File: config.mk
export PLATFORM = sky130hd
export DESIGN_NAME = cenc_punc_enc
export DESIGN_NICKNAME = d
export VERILOG_FILES = /design/src/rtl/cenc_punc_enc.sv
export SDC_FILE = /design/constraint.sdc
export NUM_CORES = 1
export LEC_CHECK = 0
export CAP_MARGIN = 30
export CORE_UTILIZATION = 40
export DETAILED_ROUTE_END_ITERATION = 7
export DONT_BUFFER_PORTS = 1
export PLACE_DENSITY = 0.54
export SETUP_SLACK_MARGIN = 0.1
export SLEW_MARGIN = 20
export SYNTH_ARGS = -nofsm -noshare
export SYNTH_HDL_FRONTEND = slang
export SYNTH_SLANG_ARGS = --single-unit
File: constraint.sdc
create_clock -name sce_clk_i -period 3.1 [get_ports sce_clk_i]
set_clock_uncertainty 0.15 [all_clocks]
set_input_delay 0.465 -clock sce_clk_i [delete_from_list [all_inputs] [get_ports sce_clk_i]]
set_output_delay 0.465 -clock sce_clk_i [all_outputs]
set_load 0.05 [all_outputs]
File: src/rtl/cenc_punc_enc.sv
// K=7 convolutional encoder with runtime-selectable puncturing (1/2, 2/3, 3/4) and OFDM symbol tagging.
// Optional zero-tail insertion is built when CENC_TAIL_EN is defined.
`timescale 1ns/1ps

module cenc_punc_enc #(
  parameter logic [6:0] G0         = 7'o133,
  parameter logic [6:0] G1         = 7'o171,
  parameter int         FIFO_DEPTH = 4,
  parameter int         CBPS_W     = 9
) (
  input  logic              sce_clk_i,
  input  logic              sce_rst,
  input  logic              start,
  input  logic [1:0]        rate,
  input  logic [5:0]        init_state,
  input  logic [CBPS_W-1:0] n_cbps,
  input  logic              di,
  input  logic              di_vld,
  output logic              di_rdy,
  input  logic              tail_req,
  output logic              tail_busy,
  output logic              do_bit,
  output logic              do_vld,
  input  logic              do_rdy,
  output logic              do_sym_last,
  output logic [3:0]        do_sym_num
);

  localparam int CNT_W = $clog2(FIFO_DEPTH + 1);
  localparam logic [1:0] RATE_12 = 2'd0;
  localparam logic [1:0] RATE_23 = 2'd1;
  localparam logic [1:0] RATE_34 = 2'd2;
  localparam logic [CBPS_W-1:0] CBPS_ONE = CBPS_W'(1);

  logic [5:0]        sr;
  logic [1:0]        rate_q;
  logic [1:0]        phase;
  logic [1:0]        phase_nxt;
  logic [CNT_W-1:0]  cnt;
  logic [CNT_W-1:0]  cnt_nxt;
  logic              mem [FIFO_DEPTH];
  logic              rdy_en;
  logic [CBPS_W-1:0] bit_cnt;
  logic [3:0]        sym_num;

  logic              free_ok;
  logic              accept;
  logic              tail_step;
  logic              enc_step;
  logic              enc_in;
  logic              code_a;
  logic              code_b;
  logic [1:0]        push_n;
  logic              b0;
  logic              b1;
  logic              pop;
  int                wr_i;

  function automatic logic parity7(input logic [6:0] g, input logic [6:0] v);
    return ^(g & v);
  endfunction

  assign free_ok = (cnt <= CNT_W'(FIFO_DEPTH - 2));
  assign di_rdy  = rdy_en & free_ok & ~start & ~tail_busy;
  assign accept  = di_vld & di_rdy;
  assign enc_step = accept | tail_step;

`ifdef CENC_TAIL_EN
  logic       tail_q;
  logic [2:0] tail_cnt;

  assign tail_busy = tail_q;
  assign tail_step = tail_q & free_ok & ~start;
  // While the tail runs di_rdy is low, so the encoder input is forced to zero.
  assign enc_in    = tail_q ? 1'b0 : di;

  always_ff @(posedge sce_clk_i or posedge sce_rst) begin
    if (sce_rst) begin
      tail_q   <= 1'b0;
      tail_cnt <= 3'd0;
    end else if (start) begin
      tail_q   <= 1'b0;
      tail_cnt <= 3'd0;
    end else if (!tail_q) begin
      if (tail_req) begin
        tail_q   <= 1'b1;
        tail_cnt <= 3'd0;
      end
    end else if (tail_step) begin
      if (tail_cnt == 3'd5) begin
        tail_q   <= 1'b0;
        tail_cnt <= 3'd0;
      end else begin
        tail_cnt <= tail_cnt + 3'd1;
      end
    end
  end
`else
  logic tail_req_unused;

  assign tail_req_unused = tail_req;
  assign tail_busy       = 1'b0;
  assign tail_step       = 1'b0;
  assign enc_in          = di;
`endif

  // Encode and puncture: decide which of A/B enter the FIFO this cycle
  assign code_a = parity7(G0, {enc_in, sr});
  assign code_b = parity7(G1, {enc_in, sr});

  always_comb begin
    push_n    = 2'd2;
    b0        = code_a;
    b1        = code_b;
    phase_nxt = 2'd0;
    case (rate_q)
      RATE_23: begin
        if (phase == 2'd0) begin
          phase_nxt = 2'd1;
        end else begin
          push_n = 2'd1;
        end
      end
      RATE_34: begin
        if (phase == 2'd0) begin
          phase_nxt = 2'd1;
        end else if (phase == 2'd1) begin
          push_n    = 2'd1;
          phase_nxt = 2'd2;
        end else begin
          push_n = 2'd1;
          b0     = code_b;
        end
      end
      default: ;
    endcase
    if (!enc_step) begin
      push_n = 2'd0;
    end
  end

  // FIFO: head lives at mem[0], entries shift down on pop
  assign do_vld      = (cnt != '0);
  assign do_bit      = do_vld & mem[0];
  assign pop         = do_vld & do_rdy & ~start;
  assign wr_i        = int'(cnt) - (pop ? 1 : 0);
  assign cnt_nxt     = cnt + CNT_W'(push_n) - CNT_W'(pop);
  assign do_sym_last = do_vld & (bit_cnt == (n_cbps - CBPS_ONE));
  assign do_sym_num  = sym_num;

  always_ff @(posedge sce_clk_i) begin
    for (int i = 0; i < FIFO_DEPTH - 1; i++) begin
      if (pop) begin
        mem[i] <= mem[i+1];
      end
    end
    for (int i = 0; i < FIFO_DEPTH; i++) begin
      if ((push_n != 2'd0) && (i == wr_i)) begin
        mem[i] <= b0;
      end
      if ((push_n == 2'd2) && (i == wr_i + 1)) begin
        mem[i] <= b1;
      end
    end
  end

  // Control state: encoder register, puncture phase, fill level, symbol counters
  always_ff @(posedge sce_clk_i or posedge sce_rst) begin
    if (sce_rst) begin
      sr      <= 6'd0;
      rate_q  <= RATE_12;
      phase   <= 2'd0;
      cnt     <= '0;
      rdy_en  <= 1'b0;
      bit_cnt <= '0;
      sym_num <= 4'd0;
    end else begin
      rdy_en <= 1'b1;
      if (start) begin
        sr      <= init_state;
        rate_q  <= (rate == 2'd3) ? RATE_12 : rate;
        phase   <= 2'd0;
        cnt     <= '0;
        bit_cnt <= '0;
        sym_num <= 4'd0;
      end else begin
        if (enc_step) begin
          sr    <= {enc_in, sr[5:1]};
          phase <= phase_nxt;
        end
        cnt <= cnt_nxt;
        if (pop) begin
          if (do_sym_last) begin
            bit_cnt <= '0;
            sym_num <= sym_num + 4'd1;
          end else begin
            bit_cnt <= bit_cnt + CBPS_ONE;
          end
        end
      end
    end
  end

endmodule

==> reports/results.tsv, run 1 <==
stage	metric	value	unit
floorplan	starting density of the core	42.1	%
routing	total wire length	4.59	mm
floorplan	cell row count	26	
clock_tree	TritonCTS clock tree	built	
synthesis	Seq/Total Area, Yosys	36.3	%
routing	1st-iter DRT viols	54	
routing	DRC Markers	0	
synthesis	Syn Nets	286	
synthesis	Post-Synthesis Cells	251	
timing	Worst slew margin	63.1	%
synthesis	Avg Cell Area, Syn	8.74	sq um
status	outcome	complete, no violations	
final_layout	Final Net Count	288	
setup_path	FF-to-FF End	mem[0]	
clock_tree	root buffer cell	clkbuf_8	
synthesis	ys flop type	dfrtp_1	
routing	routed len/inst	14.2	um
setup_path	reg2reg path depth	9	
synthesis	area leader, netlist	dfrtp_1	
setup_path	slowest stage delay, CP	430	ps
clock_tree	htree depth	2	
setup_path	CP Capture Point	mem[0]	
timing	period utilization	87.0	%
pwr	sequential share of power	39.6	%
setup_path	Cell Chain, Critical Path	or3_1 -> nand2_1 -> nor2_1 -> ha_1 -> and3b_1 -> a21oi_1 -> nor2_1 -> nand2_1 -> or3b_1	
place	gp weighted congestion	0.809	
synthesis	Yosys warning count	0	
clock_tree	post-CTS sizing	0	
pwr	Power per Cell Area	530	nW/um^2
final_layout	Area Growth Syn to Fin	8.61	%
pwr	VDD IR-drop max	255	uV
timing	Final Hold Viols	0	
final_layout	Final Core Density	45.8	%
final_layout	# fillers	534	
setup_path	critical path's slowest cell	dfrtp_1	
pwr	Pint	0.796	mW
setup_path	worst r2r src	cnt[1]	
timing	Worst-Margin Slew	554	ps
pwr	Clock Power Share	25.9	%
synthesis	synth unique cells	49	
timing	setup TNS	0	ps
global_route	first-pass GRT wire length	7.88	mm
global_route	initial antenna violation count	0	
global_route	pin count of the biggest net entering global routing	33	
clock_tree	Post-CTS Hold Buffers	1	
timing	Slew Viols, Final	0	
routing	drt via density	5.46	
timing	RSZ-0062 raised after global routing	false	
synthesis	share of the synthesized area in the top cell type	30.8	%
floorplan	I/O pins	33	
pwr	Gate power share	34.5	%
floorplan	CORE AREA	5200	sq um
synthesis	synthesized area	2190	sq um
clock_tree	postcts setup bufs	0	
routing	routed via count	1764	
setup_path	flop2flop setup slack	400	ps
timing	Final setup viols	0	
setup_path	critical path arrival	2590	ps
floorplan	Die Span X	76.1	um
clock_tree	Clk Latency, worst-skew pair	290	ps
setup_path	CP startpoint kind	register	
final_layout	area of the multi-input gates	1280	sq um
synthesis	Area contributors post-synth	dfrtp_1 (31%), xnor2_1 (6.8%), ha_1 (5.7%), mux2i_1 (5.5%), edfxtp_1 (5.5%)	
pwr	Net Sw Power	0.467	mW
routing	ANT nets after route	0	
setup_path	CP Data Required Time	3000	ps
global_route	total global-route track usage	17.3	%
synthesis	Seq cells post-synth	31	
clock_tree	TritonCTS Buffers	5	
synthesis	Async SR Flop Fraction	87.1	%
timing	Peak Freq	371	MHz
place	hpwl dp	3.36	mm
global_route	Overflow after GRT	0	
setup_path	Critical Setup Path Class	reg -> reg	
setup_path	CP startpoint	cnt[1]	
routing	DRT Pass-1 Iters	4	
floorplan	die area	5780	sq um
floorplan	height of the die	76.1	um
pwr	leakage	1.03	nW
clock_tree	clk slew on worst S/H paths	70	ps
min_path	Hold Path Class	in -> reg	
final_layout	layout cells sized above 1	9.09	%
final_layout	ant diodes	0	
pwr	Switching Share	37.0	%
global_route	vias in the first global route	1597	
clock_tree	CTS sink cnt	31	
setup_path	crit path capture type	register	
setup_path	crit path max fanout	6	
place	Port Buf Inserts	0	
clock_tree	Bufs on Longest Clock Path	2	
synthesis	number of synthesized flops with an enable pin	4	
job	Max-cap violations	0	
timing	min cycle time layout	2700	ps
final_layout	area occupied by registers	796	sq um
-- placed cells by master, fill, tap and decap left out, drive strengths merged, types with 2 or more instances in the layout --
master and n:
or4 3, o32ai 2, nor2 18, dfrtp 27, inv 16, or3 2, a31oi 2, nand3b 2
clkbuf 6, o21ai 15, conb 2, nand3 8, or2 3, o311ai 3, buf 6, nor4 2
ha 10, mux2i 12, o211ai 2, and2 2, o41ai 3, nand2 31, nor2b 3, nor3 10
xnor2 17, a22oi 2, and4 2, nand4 7, a21oi 7, and3b 2, edfxtp 4, and3 7
xor2 5
-- power groups by stage --
stage	clock [mW]	sequential, mW	combinational, mW
3_3_place_gp	0	0.508	0.429
5_1_grt	0.354	0.507	0.490
6_report	0.327	0.500	0.435
2_1_floorplan	0	0.488	0.373
4_1_cts	0.336	0.501	0.438
3_5_place_dp	0	0.509	0.436
-- worst max-delay path, delay by kind of cell (launching register included) --
kind | cells | cell delay, ps
AO/OA/AOI/OAI | 1 | 240
flip-flops | 1 | 430
AND/OR/NAND/NOR | 7 | 1390
adder cells (fa/ha/maj) | 1 | 250
-- synth_stat cells, drive strengths merged, types with 2 or more instances --
master  instances
nand2          31
dfrtp          27
nor2           18
xnor2          17
inv            16
o21ai          15
mux2i          12
ha             10
nor3           10
clkbuf          9
nand3           8
a21oi           7
and3            7
nand4           7
xor2            5
edfxtp          4
buf             3
nor2b           3
o311ai          3
o41ai           3
or2             3
or4             3
a22oi           2
a31oi           2
and2            2
and3b           2
and4            2
conb            2
nand3b          2
nor4            2
o211ai          2
o32ai           2
or3             2
-- worst min path at each step --
stage	slack, ps	cells after the start	from	end
4_1_cts	80	1	start	cnt[1]
5_1_grt	70	1	start	bit_cnt[1]
3_3_place_gp	300	2	sce_rst	do_sym_num[0]
3_5_place_dp	300	2	sce_rst	do_sym_num[2]
2_1_floorplan	310	2	phase[0]	phase[0]
6_report	80	1	start	cnt[1]
-- state kept, by name, summed over array words and instances (netlist names) --
name and cells:
cnt 3, mem 4, bit_cnt 9, phase 2, rdy_en 1, do_sym_num 4, rate_q 2, sr 6
-- layer usage --
| metal | part of all wire (%) | track usage [%] |
|---|---|---|
| met1 | 50 | 24.1 |
| met2 | 44 | 25.9 |
| met3 | 4.8 | 4.43 |
| met4 | 1.5 | 6.35 |
| met5 | 0 | 0 |
-- cell families after synthesis --
kind of cell	count (synthesis)	synth area share, %
AOI/OAI and AO/OA	40	11.9
xor gates and xnor gates	22	8.78
adders and majority gates	11	6.62
buffers and inverters	28	5.31
DFF	31	36.3
muxes	13	5.99
other	2	0.342
and+or+nand+nor	104	24.8
-- cell type report --
type | count | share of cell area, %
Clock inverter | 1 | 0.210
Clock buffer | 6 | 3.47
Sequential cell | 31 | 33.4
Inverter | 16 | 2.52
Multi-Input combinational cell | 192 | 53.9
Timing Repair Buffer | 7 | 2.84
Tap cell | 70 | 3.68
-- through the flow --
step	instance area (sq um)	hold slack, ps	setup slack, ps	power, mW	instances
detailed placement	2280	300	414	0.944	315
finish	2380	82.7	404	1.26	323
floorplan	2200	311	148	0.861	251
global placement	2280	298	455	0.936	315
global route	2380	73.7	162	1.35	323
CTS	2380	75.6	395	1.27	323
No activity file was read; power rests on OpenSTA's default activity.
==> run 2: changes to the inputs <==
TNS_END_PERCENT = 10   (was default)
==> run 2 against run 1 <==
Net effect: worst hold slack improved by 2.7 ps; largest power group unchanged; utilization barely moved; setup slack got worse by 51 ps; first-iteration DRC count rose by 17%; critical path depth fell by 3; highest routed layer unchanged; cell area fell by 0.10%; routed wire length fell by 0.24%; register-to-register slack improved by 30 ps; count of clock-buffer cells in the layout rose by 2; non-clock buffer count did not move; via count fell by 0.17%.
==> reports/results.tsv, run 2 (synthesis results as in run 1) <==
stage	metric	value	unit
global_route	Overflow after GRT	0	
floorplan	height of the die	76.1	um
floorplan	cell row count	26	
job	Max-cap violations	0	
final_layout	layout cells sized above 1	8.66	%
clock_tree	htree depth	2	
global_route	first-pass GRT wire length	8.07	mm
status	outcome	complete, no violations	
global_route	pin count of the biggest net entering global routing	33	
setup_path	critical path depth	6	
final_layout	commonest non-fill, non-tap cell in the layout	nand2_1	
pwr	Clock Power Share	27.7	%
setup_path	crit path max fanout	10	
floorplan	die area	5780	sq um
clock_tree	clk slew on worst S/H paths	70	ps
routing	ANT nets after route	0	
setup_path	Crit path max-delay family	simple AND/OR/NAND/NOR gates	
clock_tree	Clk Latency, worst-skew pair	290	ps
floorplan	I/O pins	33	
place	Port Buf Inserts	0	
setup_path	slowest stage delay, CP	540	ps
floorplan	Die Span X	76.1	um
timing	Final setup viols	0	
setup_path	flop2flop setup slack	430	ps
setup_path	critical path arrival	2130	ps
clock_tree	root buffer cell	clkbuf_8	
routing	routed via count	1761	
pwr	leakage	1.03	nW
timing	setup TNS	0	ps
timing	hold_ws	85.5	ps
timing	Final Worst Setup Slack	353	ps
place	hpwl dp	3.35	mm
final_layout	max reg flops	9	
pwr	Power per Cell Area	540	nW/um^2
floorplan	starting density of the core	42.1	%
timing	Slew Viols, Final	0	
routing	drt via density	5.44	
timing	Peak Freq	364	MHz
pwr	VDD IR-drop max	311	uV
final_layout	Final Net Count	288	
routing	1st-iter DRT viols	63	
routing	DRT Pass-1 Iters	4	
timing	RSZ-0062 raised after global routing	false	
timing	Final Hold Viols	0	
pwr	sequential share of power	38.8	%
timing	min cycle time layout	2750	ps
global_route	vias in the first global route	1649	
final_layout	most frequent cells in the layout	nand2_1 (31), dfrtp_1 (27), nor2_1 (18), xnor2_1 (17), inv_1 (16)	
floorplan	CORE AREA	5200	sq um
setup_path	critical path's slowest cell	or4_4	
setup_path	Cell Chain, Critical Path	or4_4 -> o41ai_2 -> o311ai_1 -> and4_4 -> nor2_1 -> buf_4	
setup_path	crit path capture type	output pin	
clock_tree	Bufs on Longest Clock Path	2	
timing	period utilization	88.6	%
final_layout	largest registers	bit_cnt: 9 flops, sr: 6 flops	
final_layout	Area Growth Syn to Fin	8.50	%
final_layout	ant diodes	0	
setup_path	reg2reg path depth	9	
routing	routed len/inst	14.1	um
setup_path	Critical Setup Path Class	in -> out	
clock_tree	TritonCTS Buffers	5	
timing	Worst slew margin	62.7	%
routing	DRC Markers	0	
place	gp weighted congestion	0.770	
min_path	Hold Path Class	in -> reg	
pwr	Net Sw Power	0.461	mW
pwr	Gate power share	33.5	%
pwr	Pint	0.824	mW
clock_tree	CTS sink cnt	31	
global_route	initial antenna violation count	0	
place	pre-CTS setup slack	352	ps
setup_path	CP Data Required Time	2480	ps
pwr	Switching Share	35.9	%
clock_tree	post-CTS sizing	0	
routing	total wire length	4.58	mm
clock_tree	TritonCTS clock tree	built	
final_layout	Largest Register	bit_cnt	
global_route	total global-route track usage	17.7	%
setup_path	CP bufs+invs	1	
timing	Worst-Margin Slew	559	ps
setup_path	CP startpoint kind	input port	
min_path	Worst Hold Depth	1	
run 2: cell types whose count changed in the layout (fill, tap and decap cells not counted):
cell | previous run | this run
buf_12 | 1 | 0
buf_4 | 5 | 6
clkbuf_1 | 0 | 1
clkbuf_8 | 6 | 7
clkinv_2 | 1 | 0
nor2_1 | 17 | 18
nor2_2 | 1 | 0
run 2: stage by stage:
step | instance area [sq um] | power, mW | utilization, % | cells
6_report | 2380 | 1.29 | 45.7 | 324
5_1_grt | 2380 | 1.38 | 45.7 | 324
4_1_cts | 2380 | 1.30 | 45.7 | 324
3_5_place_dp | 2270 | 0.940 | 43.6 | 315
3_3_place_gp | 2270 | 0.937 | 43.6 | 315
2_1_floorplan | 2190 | 0.861 | - | 251
run 2: routing by layer:
metal | up-vias | GRT usage (%) | share of wire, %
met5 | - | 0 | 0
met4 | 0 | 7.69 | 1.6
met3 | 7 | 3.83 | 3.5
met2 | 31 | 26.2 | 43
met1 | 837 | 24.7 | 52
li1 | 886 | - | -
run 2: layout make-up:
cell class              count  area, sq um
fillers                   547         2830
flip-flops and latches     31          796
inverters                  16         60.1
well taps                  70         87.6
clock buffers               8          100
multi-input cells         192         1280
repair buffers              7         55.1
run 2: worst register-to-register path, cell delays in order (launching register included):
cell and delay, ps:
dfrtp_1 460, or3_1 350, nand2_1 110, nor2_1 120, ha_1 250, and3b_1 170, a21oi_1 210, nor2_1 120
nand2_1 120, or3b_1 360
run 2: power groups by stage:
stage	Sequential [mW]	Clock (mW)	Combinational, mW
after floorplan	0.488	0	0.373
after global placement	0.506	0	0.430
after detailed placement	0.507	0	0.433
after CTS	0.499	0.366	0.436
after global routing	0.506	0.385	0.490
final	0.499	0.356	0.430
run 2: path summary, 6_finish.rpt:
| check | endpoint | from |
|---|---|---|
| setup / recovery | do_sym_last | n_cbps[3] |
| hold / removal | bit_cnt[2] | start |
| setup reg to reg | mem[0] | cnt[2] |
| min in group asynchronous | bit_cnt[6] | sce_rst |
| hold reg to reg | phase[0] | phase[0] |
| max in group asynchronous | phase[0] | sce_rst |
run 2: what timing repair did:
action	4_1_cts	5_1_grt
hold buffers	1	0
hold endpoints to repair	24	0
buffers inserted	0	0
endpoints found under the setup margin	0	0
